==> src/rtl/nibble_seq_mul8.sv <==
// Sequential 8x8 unsigned multiplier built from an external combinational 4x4 core.
// Optional exact-product error reporting is enabled with `define NSM_EXACT_CHECK_EN.
module nibble_seq_mul8 #(
    parameter int SKIP_ZERO = 1,
    parameter int RES_W     = 16
) (
    input  logic             clk,
    input  logic             rst,
    input  logic             in_valid,
    output logic             in_ready,
    input  logic [7:0]       a,
    input  logic [7:0]       b,
    output logic             out_valid,
    input  logic             out_ready,
    output logic [RES_W-1:0] result,
    output logic             busy,
    output logic [3:0]       pp_a,
    output logic [3:0]       pp_b,
    input  logic [7:0]       pp_r
`ifdef NSM_EXACT_CHECK_EN
    ,
    output logic [RES_W-1:0] err_abs,
    output logic             err_nz
`endif
);

    // Handshakes: a transfer happens on any rising edge where valid and ready are
    // both high; valid never depends on ready, and result is held while out_valid waits.

    if (RES_W != 16) begin : g_bad_res_w
        $error("nibble_seq_mul8: RES_W must be 16");
    end

    typedef enum logic [1:0] {IDLE, MUL, DONE} state_t;

    state_t      state, state_nxt;
    logic [1:0]  idx;
    logic [7:0]  a_q, b_q;
    logic [15:0] acc, term, sum;
    logic        accept, skip;

    always_comb begin
        in_ready  = (state == IDLE);
        busy      = (state != IDLE);
        out_valid = (state == DONE);
        accept    = in_valid & in_ready;
        skip      = (SKIP_ZERO != 0) && ((a == 8'd0) || (b == 8'd0));
    end

    always_comb begin
        state_nxt = state;
        case (state)
            IDLE: if (accept) state_nxt = skip ? DONE : MUL;
            MUL:  if (idx == 2'd3) state_nxt = DONE;
            DONE: if (out_ready) state_nxt = IDLE;
            default: state_nxt = IDLE;
        endcase
    end

    // Nibble selection: low*low, low*high, high*low, high*high.
    always_comb begin
        pp_a = 4'h0;
        pp_b = 4'h0;
        if (state == MUL) begin
            pp_a = idx[1] ? a_q[7:4] : a_q[3:0];
            pp_b = idx[0] ? b_q[7:4] : b_q[3:0];
        end
    end

    always_comb begin
        case (idx)
            2'd0:    term = {8'h00, pp_r};
            2'd3:    term = {pp_r, 8'h00};
            default: term = {4'h0, pp_r, 4'h0};
        endcase
        sum = acc + term;
    end

    always_ff @(posedge clk) begin
        if (rst) begin
            state  <= IDLE;
            idx    <= 2'd0;
            a_q    <= 8'h00;
            b_q    <= 8'h00;
            acc    <= 16'h0000;
            result <= '0;
        end else begin
            state <= state_nxt;
            case (state)
                IDLE: if (accept) begin
                    a_q <= a;
                    b_q <= b;
                    acc <= 16'h0000;
                    idx <= 2'd0;
                    if (skip) result <= '0;
                end
                MUL: begin
                    acc <= sum;
                    idx <= idx + 2'd1;
                    if (idx == 2'd3) result <= sum;
                end
                default: ;
            endcase
        end
    end

`ifdef NSM_EXACT_CHECK_EN
    logic [15:0] exact_q, diff;

    always_ff @(posedge clk) begin
        if (rst) begin
            exact_q <= 16'h0000;
        end else if (accept) begin
            exact_q <= 16'(a) * 16'(b);
        end
    end

    always_comb begin
        diff    = (result >= exact_q) ? (result - exact_q) : (exact_q - result);
        err_abs = out_valid ? diff : '0;
        err_nz  = (err_abs != '0);
    end
`endif

endmodule
==> config.mk <==
export PLATFORM = sky130hd
export DESIGN_NAME = nibble_seq_mul8
export DESIGN_NICKNAME = d
export VERILOG_FILES = /design/src/rtl/nibble_seq_mul8.sv
export SDC_FILE = /design/constraint.sdc
export NUM_CORES = 1
export LEC_CHECK = 0
export BUFFER_PORTS_ARGS = -buffer_cell sky130_fd_sc_hd__buf_2
export CORE_MARGIN = 1.5
export CORE_UTILIZATION = 40
export CTS_CLUSTER_SIZE = 24
export DETAILED_ROUTE_END_ITERATION = 16
export GPL_TIMING_DRIVEN = 0
export PLACE_DENSITY = 0.59
export SLEW_MARGIN = 20
export SYNTH_ARGS = -nofsm -noshare
export SYNTH_HDL_FRONTEND = slang
export SYNTH_SLANG_ARGS = --single-unit
==> constraint.sdc <==
create_clock -name clk -period 8.3 [get_ports clk]
set_input_delay 2.075 -clock clk [delete_from_list [all_inputs] [get_ports clk]]
set_output_delay 2.075 -clock clk [all_outputs]
set_load 0.1 [all_outputs]
==> results.yml, run 1 <==
grt:
  grt_antenna_before_repair: 0
  grt_pass1_vias: 2911
  grt_start_max_net_pins: 17
  grt_use_total: 0.214
  gr-total-overflow: 0
  grt_pass1_wl_mm: 14.1
placement:
  numPortBuffers: 53
  gp_congestion: 0.855
  dp_hpwl_mm: 6.36
  place_inst: 545
cts:
  cts.clk_slew.worst_paths_ps: 110
  cts_setup_buffers: 0
  cts.sinks: 52
  clock-root-buffer: "clkbuf_8"
  htree_levels: 2
  clk_latency_ps: 320
  postCtsResizedCells: 0
  clockBufferDepth: 2
  cts-buffers-inserted: 5
  hold_buffers: 0
  cts_tree: "built"
setup_path:
  worstPathArrival_ps: 4380
  cp_top_family: "compound AO/OA/AOI/OAI gates"
  crit_buf_inv: 2
  crit_top_cell: "a21oi_1"
  path_cells: "buf_2, and2_1, ha_1, inv_1, fa_1, nand2b_1, a21oi_1, o21ai_0, a21oi_1, nor2_1, a311o_1"
  slowest_stage: "fa_1"
  critPathCaptureType: "register"
  cp_max_fo: 3
  slowest_delay_ps: 400
  critPathKind: "in2reg"
  cp-start-kind: "input port"
  crit_required_ps: 8520
cells_and_area:
  final_core_util: 0.481
  fin_nets: 501
  drive_gt1_frac: 0.163
  final_cells: 553
  syn_to_final_growth_pct: 15.6
  n_antenna_cell: 0
sta:
  tns_ps: 0
  rsz0062_at_grt: "false"
  min_period_ps: 4160
  setup_violations: 0
  fmax_mhz: 240
  fin_crit_sh: 0.501
  hold_viol: 0
  slew_headroom: 0.555
  tightest_slew_ps: 667
  slew_violations: 0
  fin_worst_skew_ps: 14.6
synth:
  synth_seq_area_share: 0.341
  netlist_area_sq_um: 3050
  synth.distinct_cells: 45
  netlist.area_leader.share: 0.341
  synth_most_common_cell: "nand2_1"
  async_reset_ff_frac: 0
  synth-edff-count: 0
  synthCells: 393
  ys_top_cells_by_area: "dfxtp_1 (34%), nand2_1 (9.7%), ha_1 (7.8%)"
  avgSynthCellArea_sq_um: 7.77
  syn_nets: 441
  ys_top_cells_by_count: "nand2_1 (79), dfxtp_1 (52), a21oi_1 (44), nor2_1 (34), ha_1 (19)"
  synth.ff_latch_count: 52
  synth_top_area_cell: "dfxtp_1"
  synth_ff_type: "dfxtp_1"
  synth_warnings: 0
detailed_routing:
  wl_mm: 8.43
  viasPerCell: 5.39
  firstDrtPassIters: 4
  ant_nets: 0
  drc: 0
  num_vias: 2978
  drtIter0Drc: 147
  wire_per_inst_microns: 15.2
power_and_ir_drop:
  p_sw_frac: 0.407
  p_per_area_nw_per_um2: 192
  internal_power_w: 0.000402
  leakage_nw: 1.50
  combPwrFrac: 0.370
  seqPwrFrac: 0.408
  clkPwrFrac: 0.222
  netSwitchingPower_w: 0.000275
  ir_drop_uv: 78.0
floorplanning:
  die_h_microns: 90.3
  dieArea_sq_um: 8160
  io-pin-count: 55
  rows: 31
  core_sq_um: 7330
  die_w_microns: 90.3
  initial_core_util: 0.416
hold_path:
  hp-class: "reg2reg"
status:
  status: "complete, no violations"
run:
  max_cap_viol_count: 0
[final timing paths]
path	startpoint	endpoint	slack, ps	cells past startpoint
hold / removal	result[8]	result[8]	460	2
hold reg to reg	result[8]	result[8]	460	2
setup / recovery	pp_r[0]	result[12]	4140	11
setup reg to reg	idx[0]	result[12]	4460	15
[layout by cell type (no fill, tap or decap), drive strengths merged, types with 12 or more instances in the layout]
cell type | synthesis | routed
buf | 5 | 58
a21oi | 45 | 45
clkbuf | 18 | 24
nand3 | 12 | 12
nand2 | 79 | 79
dfxtp | 52 | 52
nor2 | 35 | 35
mux2i | 12 | 12
o21ai | 15 | 15
ha | 19 | 19
[cells by family after synthesis]
| family | count (synthesis) | share of synthesized area |
|---|---|---|
| mux | 13 | 0.0431 |
| flops | 52 | 0.341 |
| compound gates | 99 | 0.217 |
| buf+inv | 30 | 0.0385 |
| xor+xnor | 10 | 0.0287 |
| simple gates | 169 | 0.247 |
| fa+ha+maj | 20 | 0.0845 |
[power groups by stage]
stage,combinational (W),sequential (W),clock [W]
2_1_floorplan,0.000179,0.000291,0
3_3_place_gp,0.000247,0.000281,0
3_5_place_dp,0.000249,0.000282,0
4_1_cts,0.000251,0.000276,0.000155
5_1_grt,0.000276,0.000278,0.000163
6_report,0.000251,0.000276,0.000150
[per-stage QoR]
stage | total power, W | hold WS [ps] | cell area [sq um] | setup slack [ps]
floorplan | 0.000470 | 436 | 3050 | 4110
global placement | 0.000528 | 440 | 3440 | 3850
detailed placement | 0.000531 | 445 | 3440 | 3820
CTS | 0.000681 | 458 | 3530 | 4150
global route | 0.000717 | 476 | 3530 | 3980
finish | 0.000677 | 456 | 3530 | 4140
[registers in the layout, summed over array words and instances (netlist names)]
| register | count |
|---|---|
| idx | 2 |
| b_q | 8 |
| a_q | 8 |
| result | 16 |
| state | 2 |
| acc | 16 |
[final cells by class]
cell class              count  area, sq um
inverters                   7         26.3
clock buffers               6         72.6
fillers                   778         3800
clock inverters             2         13.8
multi-input cells         311         1890
flip-flops and latches     52         1040
plain buffers              23         91.3
well taps                  99          124
repair buffers             53          265
[metal layers]
metal  global-route usage  wire length (microns)  up-vias
met5                    0                      0        -
met1                0.270                   3870     1398
li1                     -                      -     1491
met4               0.0714                    195        0
met2                0.366                   4000       74
met3               0.0396                    364       15
[worst min-delay path, delay by kind of cell, from the launching register on]
kind             cells  cell delay (ps)
AO/OA/AOI/OAI        1               50
flip-flops           1              320
AND/OR/NAND/NOR      1               50
No activity file was read; power rests on OpenSTA's default activity.
==> run 2: changes to the inputs <==
PLACE_DENSITY = 0.62   (was 0.59)
clock period = 3.5 ns   (was 8.3 ns; I/O delays follow)
==> run 2 against run 1 <==
Net effect:
- setup slack worse by 3800 ps
- register-to-register slack worse by 4100 ps
- sequential share of layout area is 0.065 points lower
- clock skew is 7.9 ps lower
- wire length is 1.6% lower
- critical path type is now reg2reg
==> results.yml, run 2 (same netlist as run 1, synthesis figures left out) <==
setup_path:
  critPathCaptureType: "register"
  cp-start-kind: "register"
  crit_required_ps: 3700
  critPathKind: "reg2reg"
  cp_max_fo: 8
  worstPathArrival_ps: 3390
  reg2reg_slack_ps: 310
sta:
  tightest_slew_ps: 646
  fin_crit_sh: 0.910
  tns_ps: 0
  slew_violations: 0
  fin_worst_skew_ps: 6.66
  hold_viol: 0
  fmax_mhz: 314
  min_period_ps: 3190
  setup_violations: 0
  rsz0062_at_grt: "false"
  hold_ws_ps: 458
  slew_headroom: 0.570
cells_and_area:
  layout_common_cells: "nand2_1 (79), buf_2 (57), dfxtp_1 (50)"
  fillCellCount: 772
  final_cells: 550
  fin_nets: 498
  n_antenna_cell: 0
  syn_to_final_growth_pct: 16.1
  multi_input_comb_area_sq_um: 1910
  final_common_cell: "nand2_1"
  design_area_sq_um: 3540
  seqCellArea_sq_um: 1040
  reg_top3: "acc: 16 flops, result: 16 flops"
  drive_gt1_frac: 0.182
floorplanning:
  io-pin-count: 55
  die_h_microns: 90.3
  core_sq_um: 7330
  dieArea_sq_um: 8160
  die_w_microns: 90.3
  initial_core_util: 0.416
  rows: 31
cts:
  htree_levels: 2
  cts_tree: "built"
  clockBufferDepth: 2
  cts-buffers-inserted: 5
  cts.clk_slew.worst_paths_ps: 100
  hold_buffers: 0
  clock-root-buffer: "clkbuf_8"
  postCtsResizedCells: 5
  cts.sinks: 52
  cts_setup_buffers: 0
  clk_latency_ps: 300
power_and_ir_drop:
  p_sw_frac: 0.399
  ir_drop_uv: 185
  leakage_nw: 1.51
  combPwrFrac: 0.364
  p_per_area_nw_per_um2: 457
  clkPwrFrac: 0.228
  seqPwrFrac: 0.408
  internal_power_w: 0.000973
  total_power_w: 0.00162
  netSwitchingPower_w: 0.000645
placement:
  place_inst: 545
  numPortBuffers: 53
  gp_congestion: 0.865
  dp_hpwl_mm: 6.25
  post_dp_cell_area_sq_um: 3440
grt:
  grt_pass1_vias: 2702
  grt_pass1_wl_mm: 13.4
  grt_antenna_before_repair: 0
  grt_start_max_net_pins: 17
  grt_use_total: 0.203
  gr-total-overflow: 0
detailed_routing:
  ant_nets: 0
  num_vias: 2909
  drtIter0Drc: 160
  wl_mm: 8.29
  viasPerCell: 5.29
  firstDrtPassIters: 4
  wire_per_inst_microns: 15.1
  drc: 0
run:
  max_cap_viol_count: 0
status:
  status: "complete, no violations"
hold_path:
  hp-class: "reg2reg"
run 2: cell types whose count changed in the layout (fill, tap and decap cells not counted), sizes merged:
| cell | change |
|---|---|
| clkbuf | -3 |
run 2: through the flow:
stage,setup WS [ps],utilization
2_1_floorplan,321,-
3_3_place_gp,-282,0.469
3_5_place_dp,-305,0.469
4_1_cts,54.7,0.483
5_1_grt,97.7,0.483
6_report,314,0.483
run 2: power groups by stage:
stage | Sequential [W] | Combinational, W | Clock [W]
after floorplan | 0.000690 | 0.000424 | 0
after global placement | 0.000667 | 0.000585 | 0
after detailed placement | 0.000668 | 0.000589 | 0
after CTS | 0.000660 | 0.000585 | 0.000382
after global routing | 0.000665 | 0.000644 | 0.000408
final | 0.000660 | 0.000589 | 0.000369
run 2: per-layer routing:
metal	global-route usage	wire length, microns	part of all wire	vias to the layer above
li1	-	-	-	1480
met1	0.270	3960	0.48	1372
met2	0.352	3960	0.48	53
met3	0.0295	323	0.039	4
met4	0.0357	47	0.0057	0
met5	0	0	0	-
run 2: worst max-delay path: stages, from the launching register on:
cell and delay (ps):
dfxtp_2 430, inv_1 100, ha_1 420, nor2b_2 200
and2_1 150, ha_1 180, inv_1 60, fa_1 390
nand2b_1 200, a21oi_2 210, o21ai_1 180, a21oi_2 230
nor2_1 70, a311o_1 260
run 2: cell type report:
cell class,count,share of cell area
Inverter,7,0.00742
Tap cell,99,0.0350
Buffer,20,0.0230
Multi-Input combinational cell,311,0.538
Clock buffer,6,0.0233
Clock inverter,2,0.00388
Timing Repair Buffer,53,0.0749
Sequential cell,52,0.294
run 2: final timing paths:
kind	startpoint	end	depth (start not counted)
worst max-delay path	idx[0]	result[14]	13
worst max register to register	idx[0]	result[14]	13
worst min-delay path	b_q[0]	b_q[0]	2
worst min register to register	b_q[0]	b_q[0]	2
==> run 3: changes to the inputs <==
ABC_AREA = 1   (was default)
CORE_UTILIZATION = 51   (was 40)
PLACE_DENSITY = 0.75   (was 0.62)
==> run 3 against run 2 <==
Net effect:
- non-clock buffer count down 8
- setup slack improved by 88 ps
- synthesized cell count rose by 27%
- clock power grew 18%
- sequential share of layout area down 1.1 points
- power up 120%
- combinational power rose to 3.8 times the previous value
- via count up 9.6%
- count of clock-buffer cells in the layout is the same
- largest cell class unchanged
- highest routed layer unchanged
==> results.yml, run 3 <==
synth:
  synth_warnings: 0
  synth_most_common_cell: "nand2_1"
  async_reset_ff_frac: 0
  synth_seq_area_share: 0.326
  synth_top_area_cell: "dfxtp_1"
  synth-edff-count: 0
  synthCells: 501
  synth.ff_latch_count: 52
  netlist_area_sq_um: 3200
  synth.distinct_cells: 31
  netlist.area_leader.share: 0.326
  syn_nets: 549
  synth_ff_type: "dfxtp_1"
  ys_top_cells_by_area: "dfxtp_1 (33%), nand2_1 (16%), inv_1 (8.6%)"
  ys_top_cells_by_count: "nand2_1 (140), inv_1 (73), nor2_1 (72), dfxtp_1 (52), a21oi_1 (40)"
  avgSynthCellArea_sq_um: 6.38
run:
  max_cap_viol_count: 0
cells_and_area:
  reg_top3: "acc: 16 flops, result: 16 flops"
  final_core_util: 0.615
  layout_common_cells: "nand2_1 (140), inv_1 (73), nor2_1 (72)"
  drive_gt1_frac: 0.160
  final_common_cell: "nand2_1"
  syn_to_final_growth_pct: 15.3
  fin_nets: 609
  n_antenna_cell: 0
setup_path:
  slowest_delay_ps: 410
  critPathCaptureType: "register"
  crit_top_cell: "nand3_1"
  path_cells: "inv_1, ha_1, clkinv_1, nand2_1, nor2_1, ha_1, inv_1, fa_1, inv_1, nand3_1, nand3_1, nand3_1, nand3_1, nand2_1, nand3_1, a21oi_1"
  r2r-end: "acc[12]"
  reg2reg_from: "idx[0]"
  worstPathArrival_ps: 3290
  reg2reg_slack_ps: 400
  cp-start-kind: "register"
  cp_max_fo: 10
  reg2reg_depth: 16
  crit_buf_inv: 4
  slowest_stage: "dfxtp_2"
  critPathKind: "reg2reg"
  crit_required_ps: 3690
  cp_top_family: "simple AND/OR/NAND/NOR gates"
cts:
  cts.sinks: 52
  cts_tree: "built"
  cts_setup_buffers: 0
  clock-root-buffer: "clkbuf_8"
  htree_levels: 2
  clk_latency_ps: 310
  cts.clk_slew.worst_paths_ps: 100
  cts-buffers-inserted: 5
  clockBufferDepth: 2
detailed_routing:
  drc: 0
  firstDrtPassIters: 4
  wire_per_inst_microns: 12.3
  ant_nets: 0
  drtIter0Drc: 248
  wl_mm: 7.82
  viasPerCell: 5.00
  num_vias: 3187
placement:
  gp_congestion: 0.926
  pre_cts_slack_ps: 344
  dp_hpwl_mm: 6.27
  numPortBuffers: 53
power_and_ir_drop:
  ir_drop_uv: 919
  seqPwrFrac: 0.248
  p_sw_frac: 0.571
  clkPwrFrac: 0.123
  p_per_area_nw_per_um2: 960
  netSwitchingPower_w: 0.00202
  internal_power_w: 0.00152
  leakage_nw: 1.94
  combPwrFrac: 0.629
grt:
  grt_antenna_before_repair: 0
  gr-total-overflow: 0
  grt_start_max_net_pins: 17
  grt_pass1_vias: 2765
  grt_pass1_wl_mm: 12.8
  grt_use_total: 0.250
floorplanning:
  core_sq_um: 5990
  die_w_microns: 82.2
  dieArea_sq_um: 6750
  rows: 28
  io-pin-count: 55
  initial_core_util: 0.533
  die_h_microns: 82.2
sta:
  min_period_ps: 3100
  rsz0062_at_grt: "false"
  fin_crit_sh: 0.885
  hold_viol: 0
  tns_ps: 0
  slew_violations: 0
  tightest_slew_ps: 532
  setup_ws_ps: 402
  setup_violations: 0
  fmax_mhz: 323
  fin_worst_skew_ps: 7.58
  slew_headroom: 0.641
status:
  status: "complete, no violations"
hold_path:
  min_path_cells: 2
  min_to: "acc[15]"
  holdCritStartpoint: "acc[15]"
  hp-class: "reg2reg"
-- run 3: cell types whose count changed after synthesis, moves of 8 or more --
cell and change:
a22oi_1 -9, xnor2_1 -8, nor2_1 +38, inv_1 +66, clkbuf_1 -10, o22ai_1 +8, mux2i_1 -12, nand2_1 +61
a21oi_2 +9
-- run 3: metrics by stage --
step | total power (W) | instance area [sq um] | hold slack, ps | cells
6_report | 0.00354 | 3680 | 475 | 637
3_5_place_dp | 0.00309 | 3550 | 458 | 629
2_1_floorplan | 0.00268 | 3200 | 444 | 501
5_1_grt | 0.00377 | 3680 | 497 | 637
3_3_place_gp | 0.00305 | 3550 | 454 | 629
4_1_cts | 0.00354 | 3680 | 472 | 637
-- run 3: tightest hold or removal path, stage by stage, from the launching register on --
cell     delay [ps]
dfxtp_1         320
nand2_1          60
a21oi_1          60
-- run 3: logic make-up after synthesis --
kind of cell | count (synthesis) | share of synthesized area
AOI/OAI and AO/OA | 84 | 0.148
adders and majority gates | 20 | 0.0807
xor gates and xnor gates | 1 | 0.00274
DFF | 52 | 0.326
buffers and inverters | 91 | 0.113
and+or+nand+nor | 253 | 0.330
-- run 3: final cells by class --
class	instances	area (sq um)
buffer	12	61.3
fill	565	2310
sequential	52	1040
timing repair buffer	53	265
clock buffer	6	82.6
tap	75	93.8
multi-input combinational	358	1800
inverter	79	299
clock inverter	2	38.8
-- run 3: worst max path at each step --
stage / from / end / slack, ps / cells past startpoint
after floorplan: state[0] / pp_a[0] / 350 / 5
after global placement: idx[0] / result[4] / 400 / 15
after detailed placement: idx[0] / result[4] / 340 / 15
after CTS: idx[0] / result[4] / 290 / 15
after global routing: idx[0] / acc[12] / 80 / 16
final: idx[0] / acc[12] / 400 / 16
-- run 3: what timing repair did --
item,4_1_cts,5_1_grt
hold buffers,0,0
setup endpoints to repair,0,5
gates resized for setup,0,3
-- run 3: routing by layer --
layer	routed length, microns	share of wire	global-route usage
met5	0	0	0
met3	369	0.047	0.0297
met2	3400	0.44	0.383
met1	3990	0.51	0.376
met4	60	0.0077	0.0508
-- run 3: power by group through the flow --
stage          logic, W  registers, W  clock network (W)
3_5_place_dp    0.00220      0.000888                  0
6_report        0.00222      0.000879           0.000435
4_1_cts         0.00222      0.000876           0.000443
5_1_grt         0.00241      0.000900           0.000462
3_3_place_gp    0.00217      0.000883                  0
2_1_floorplan   0.00128       0.00140                  0
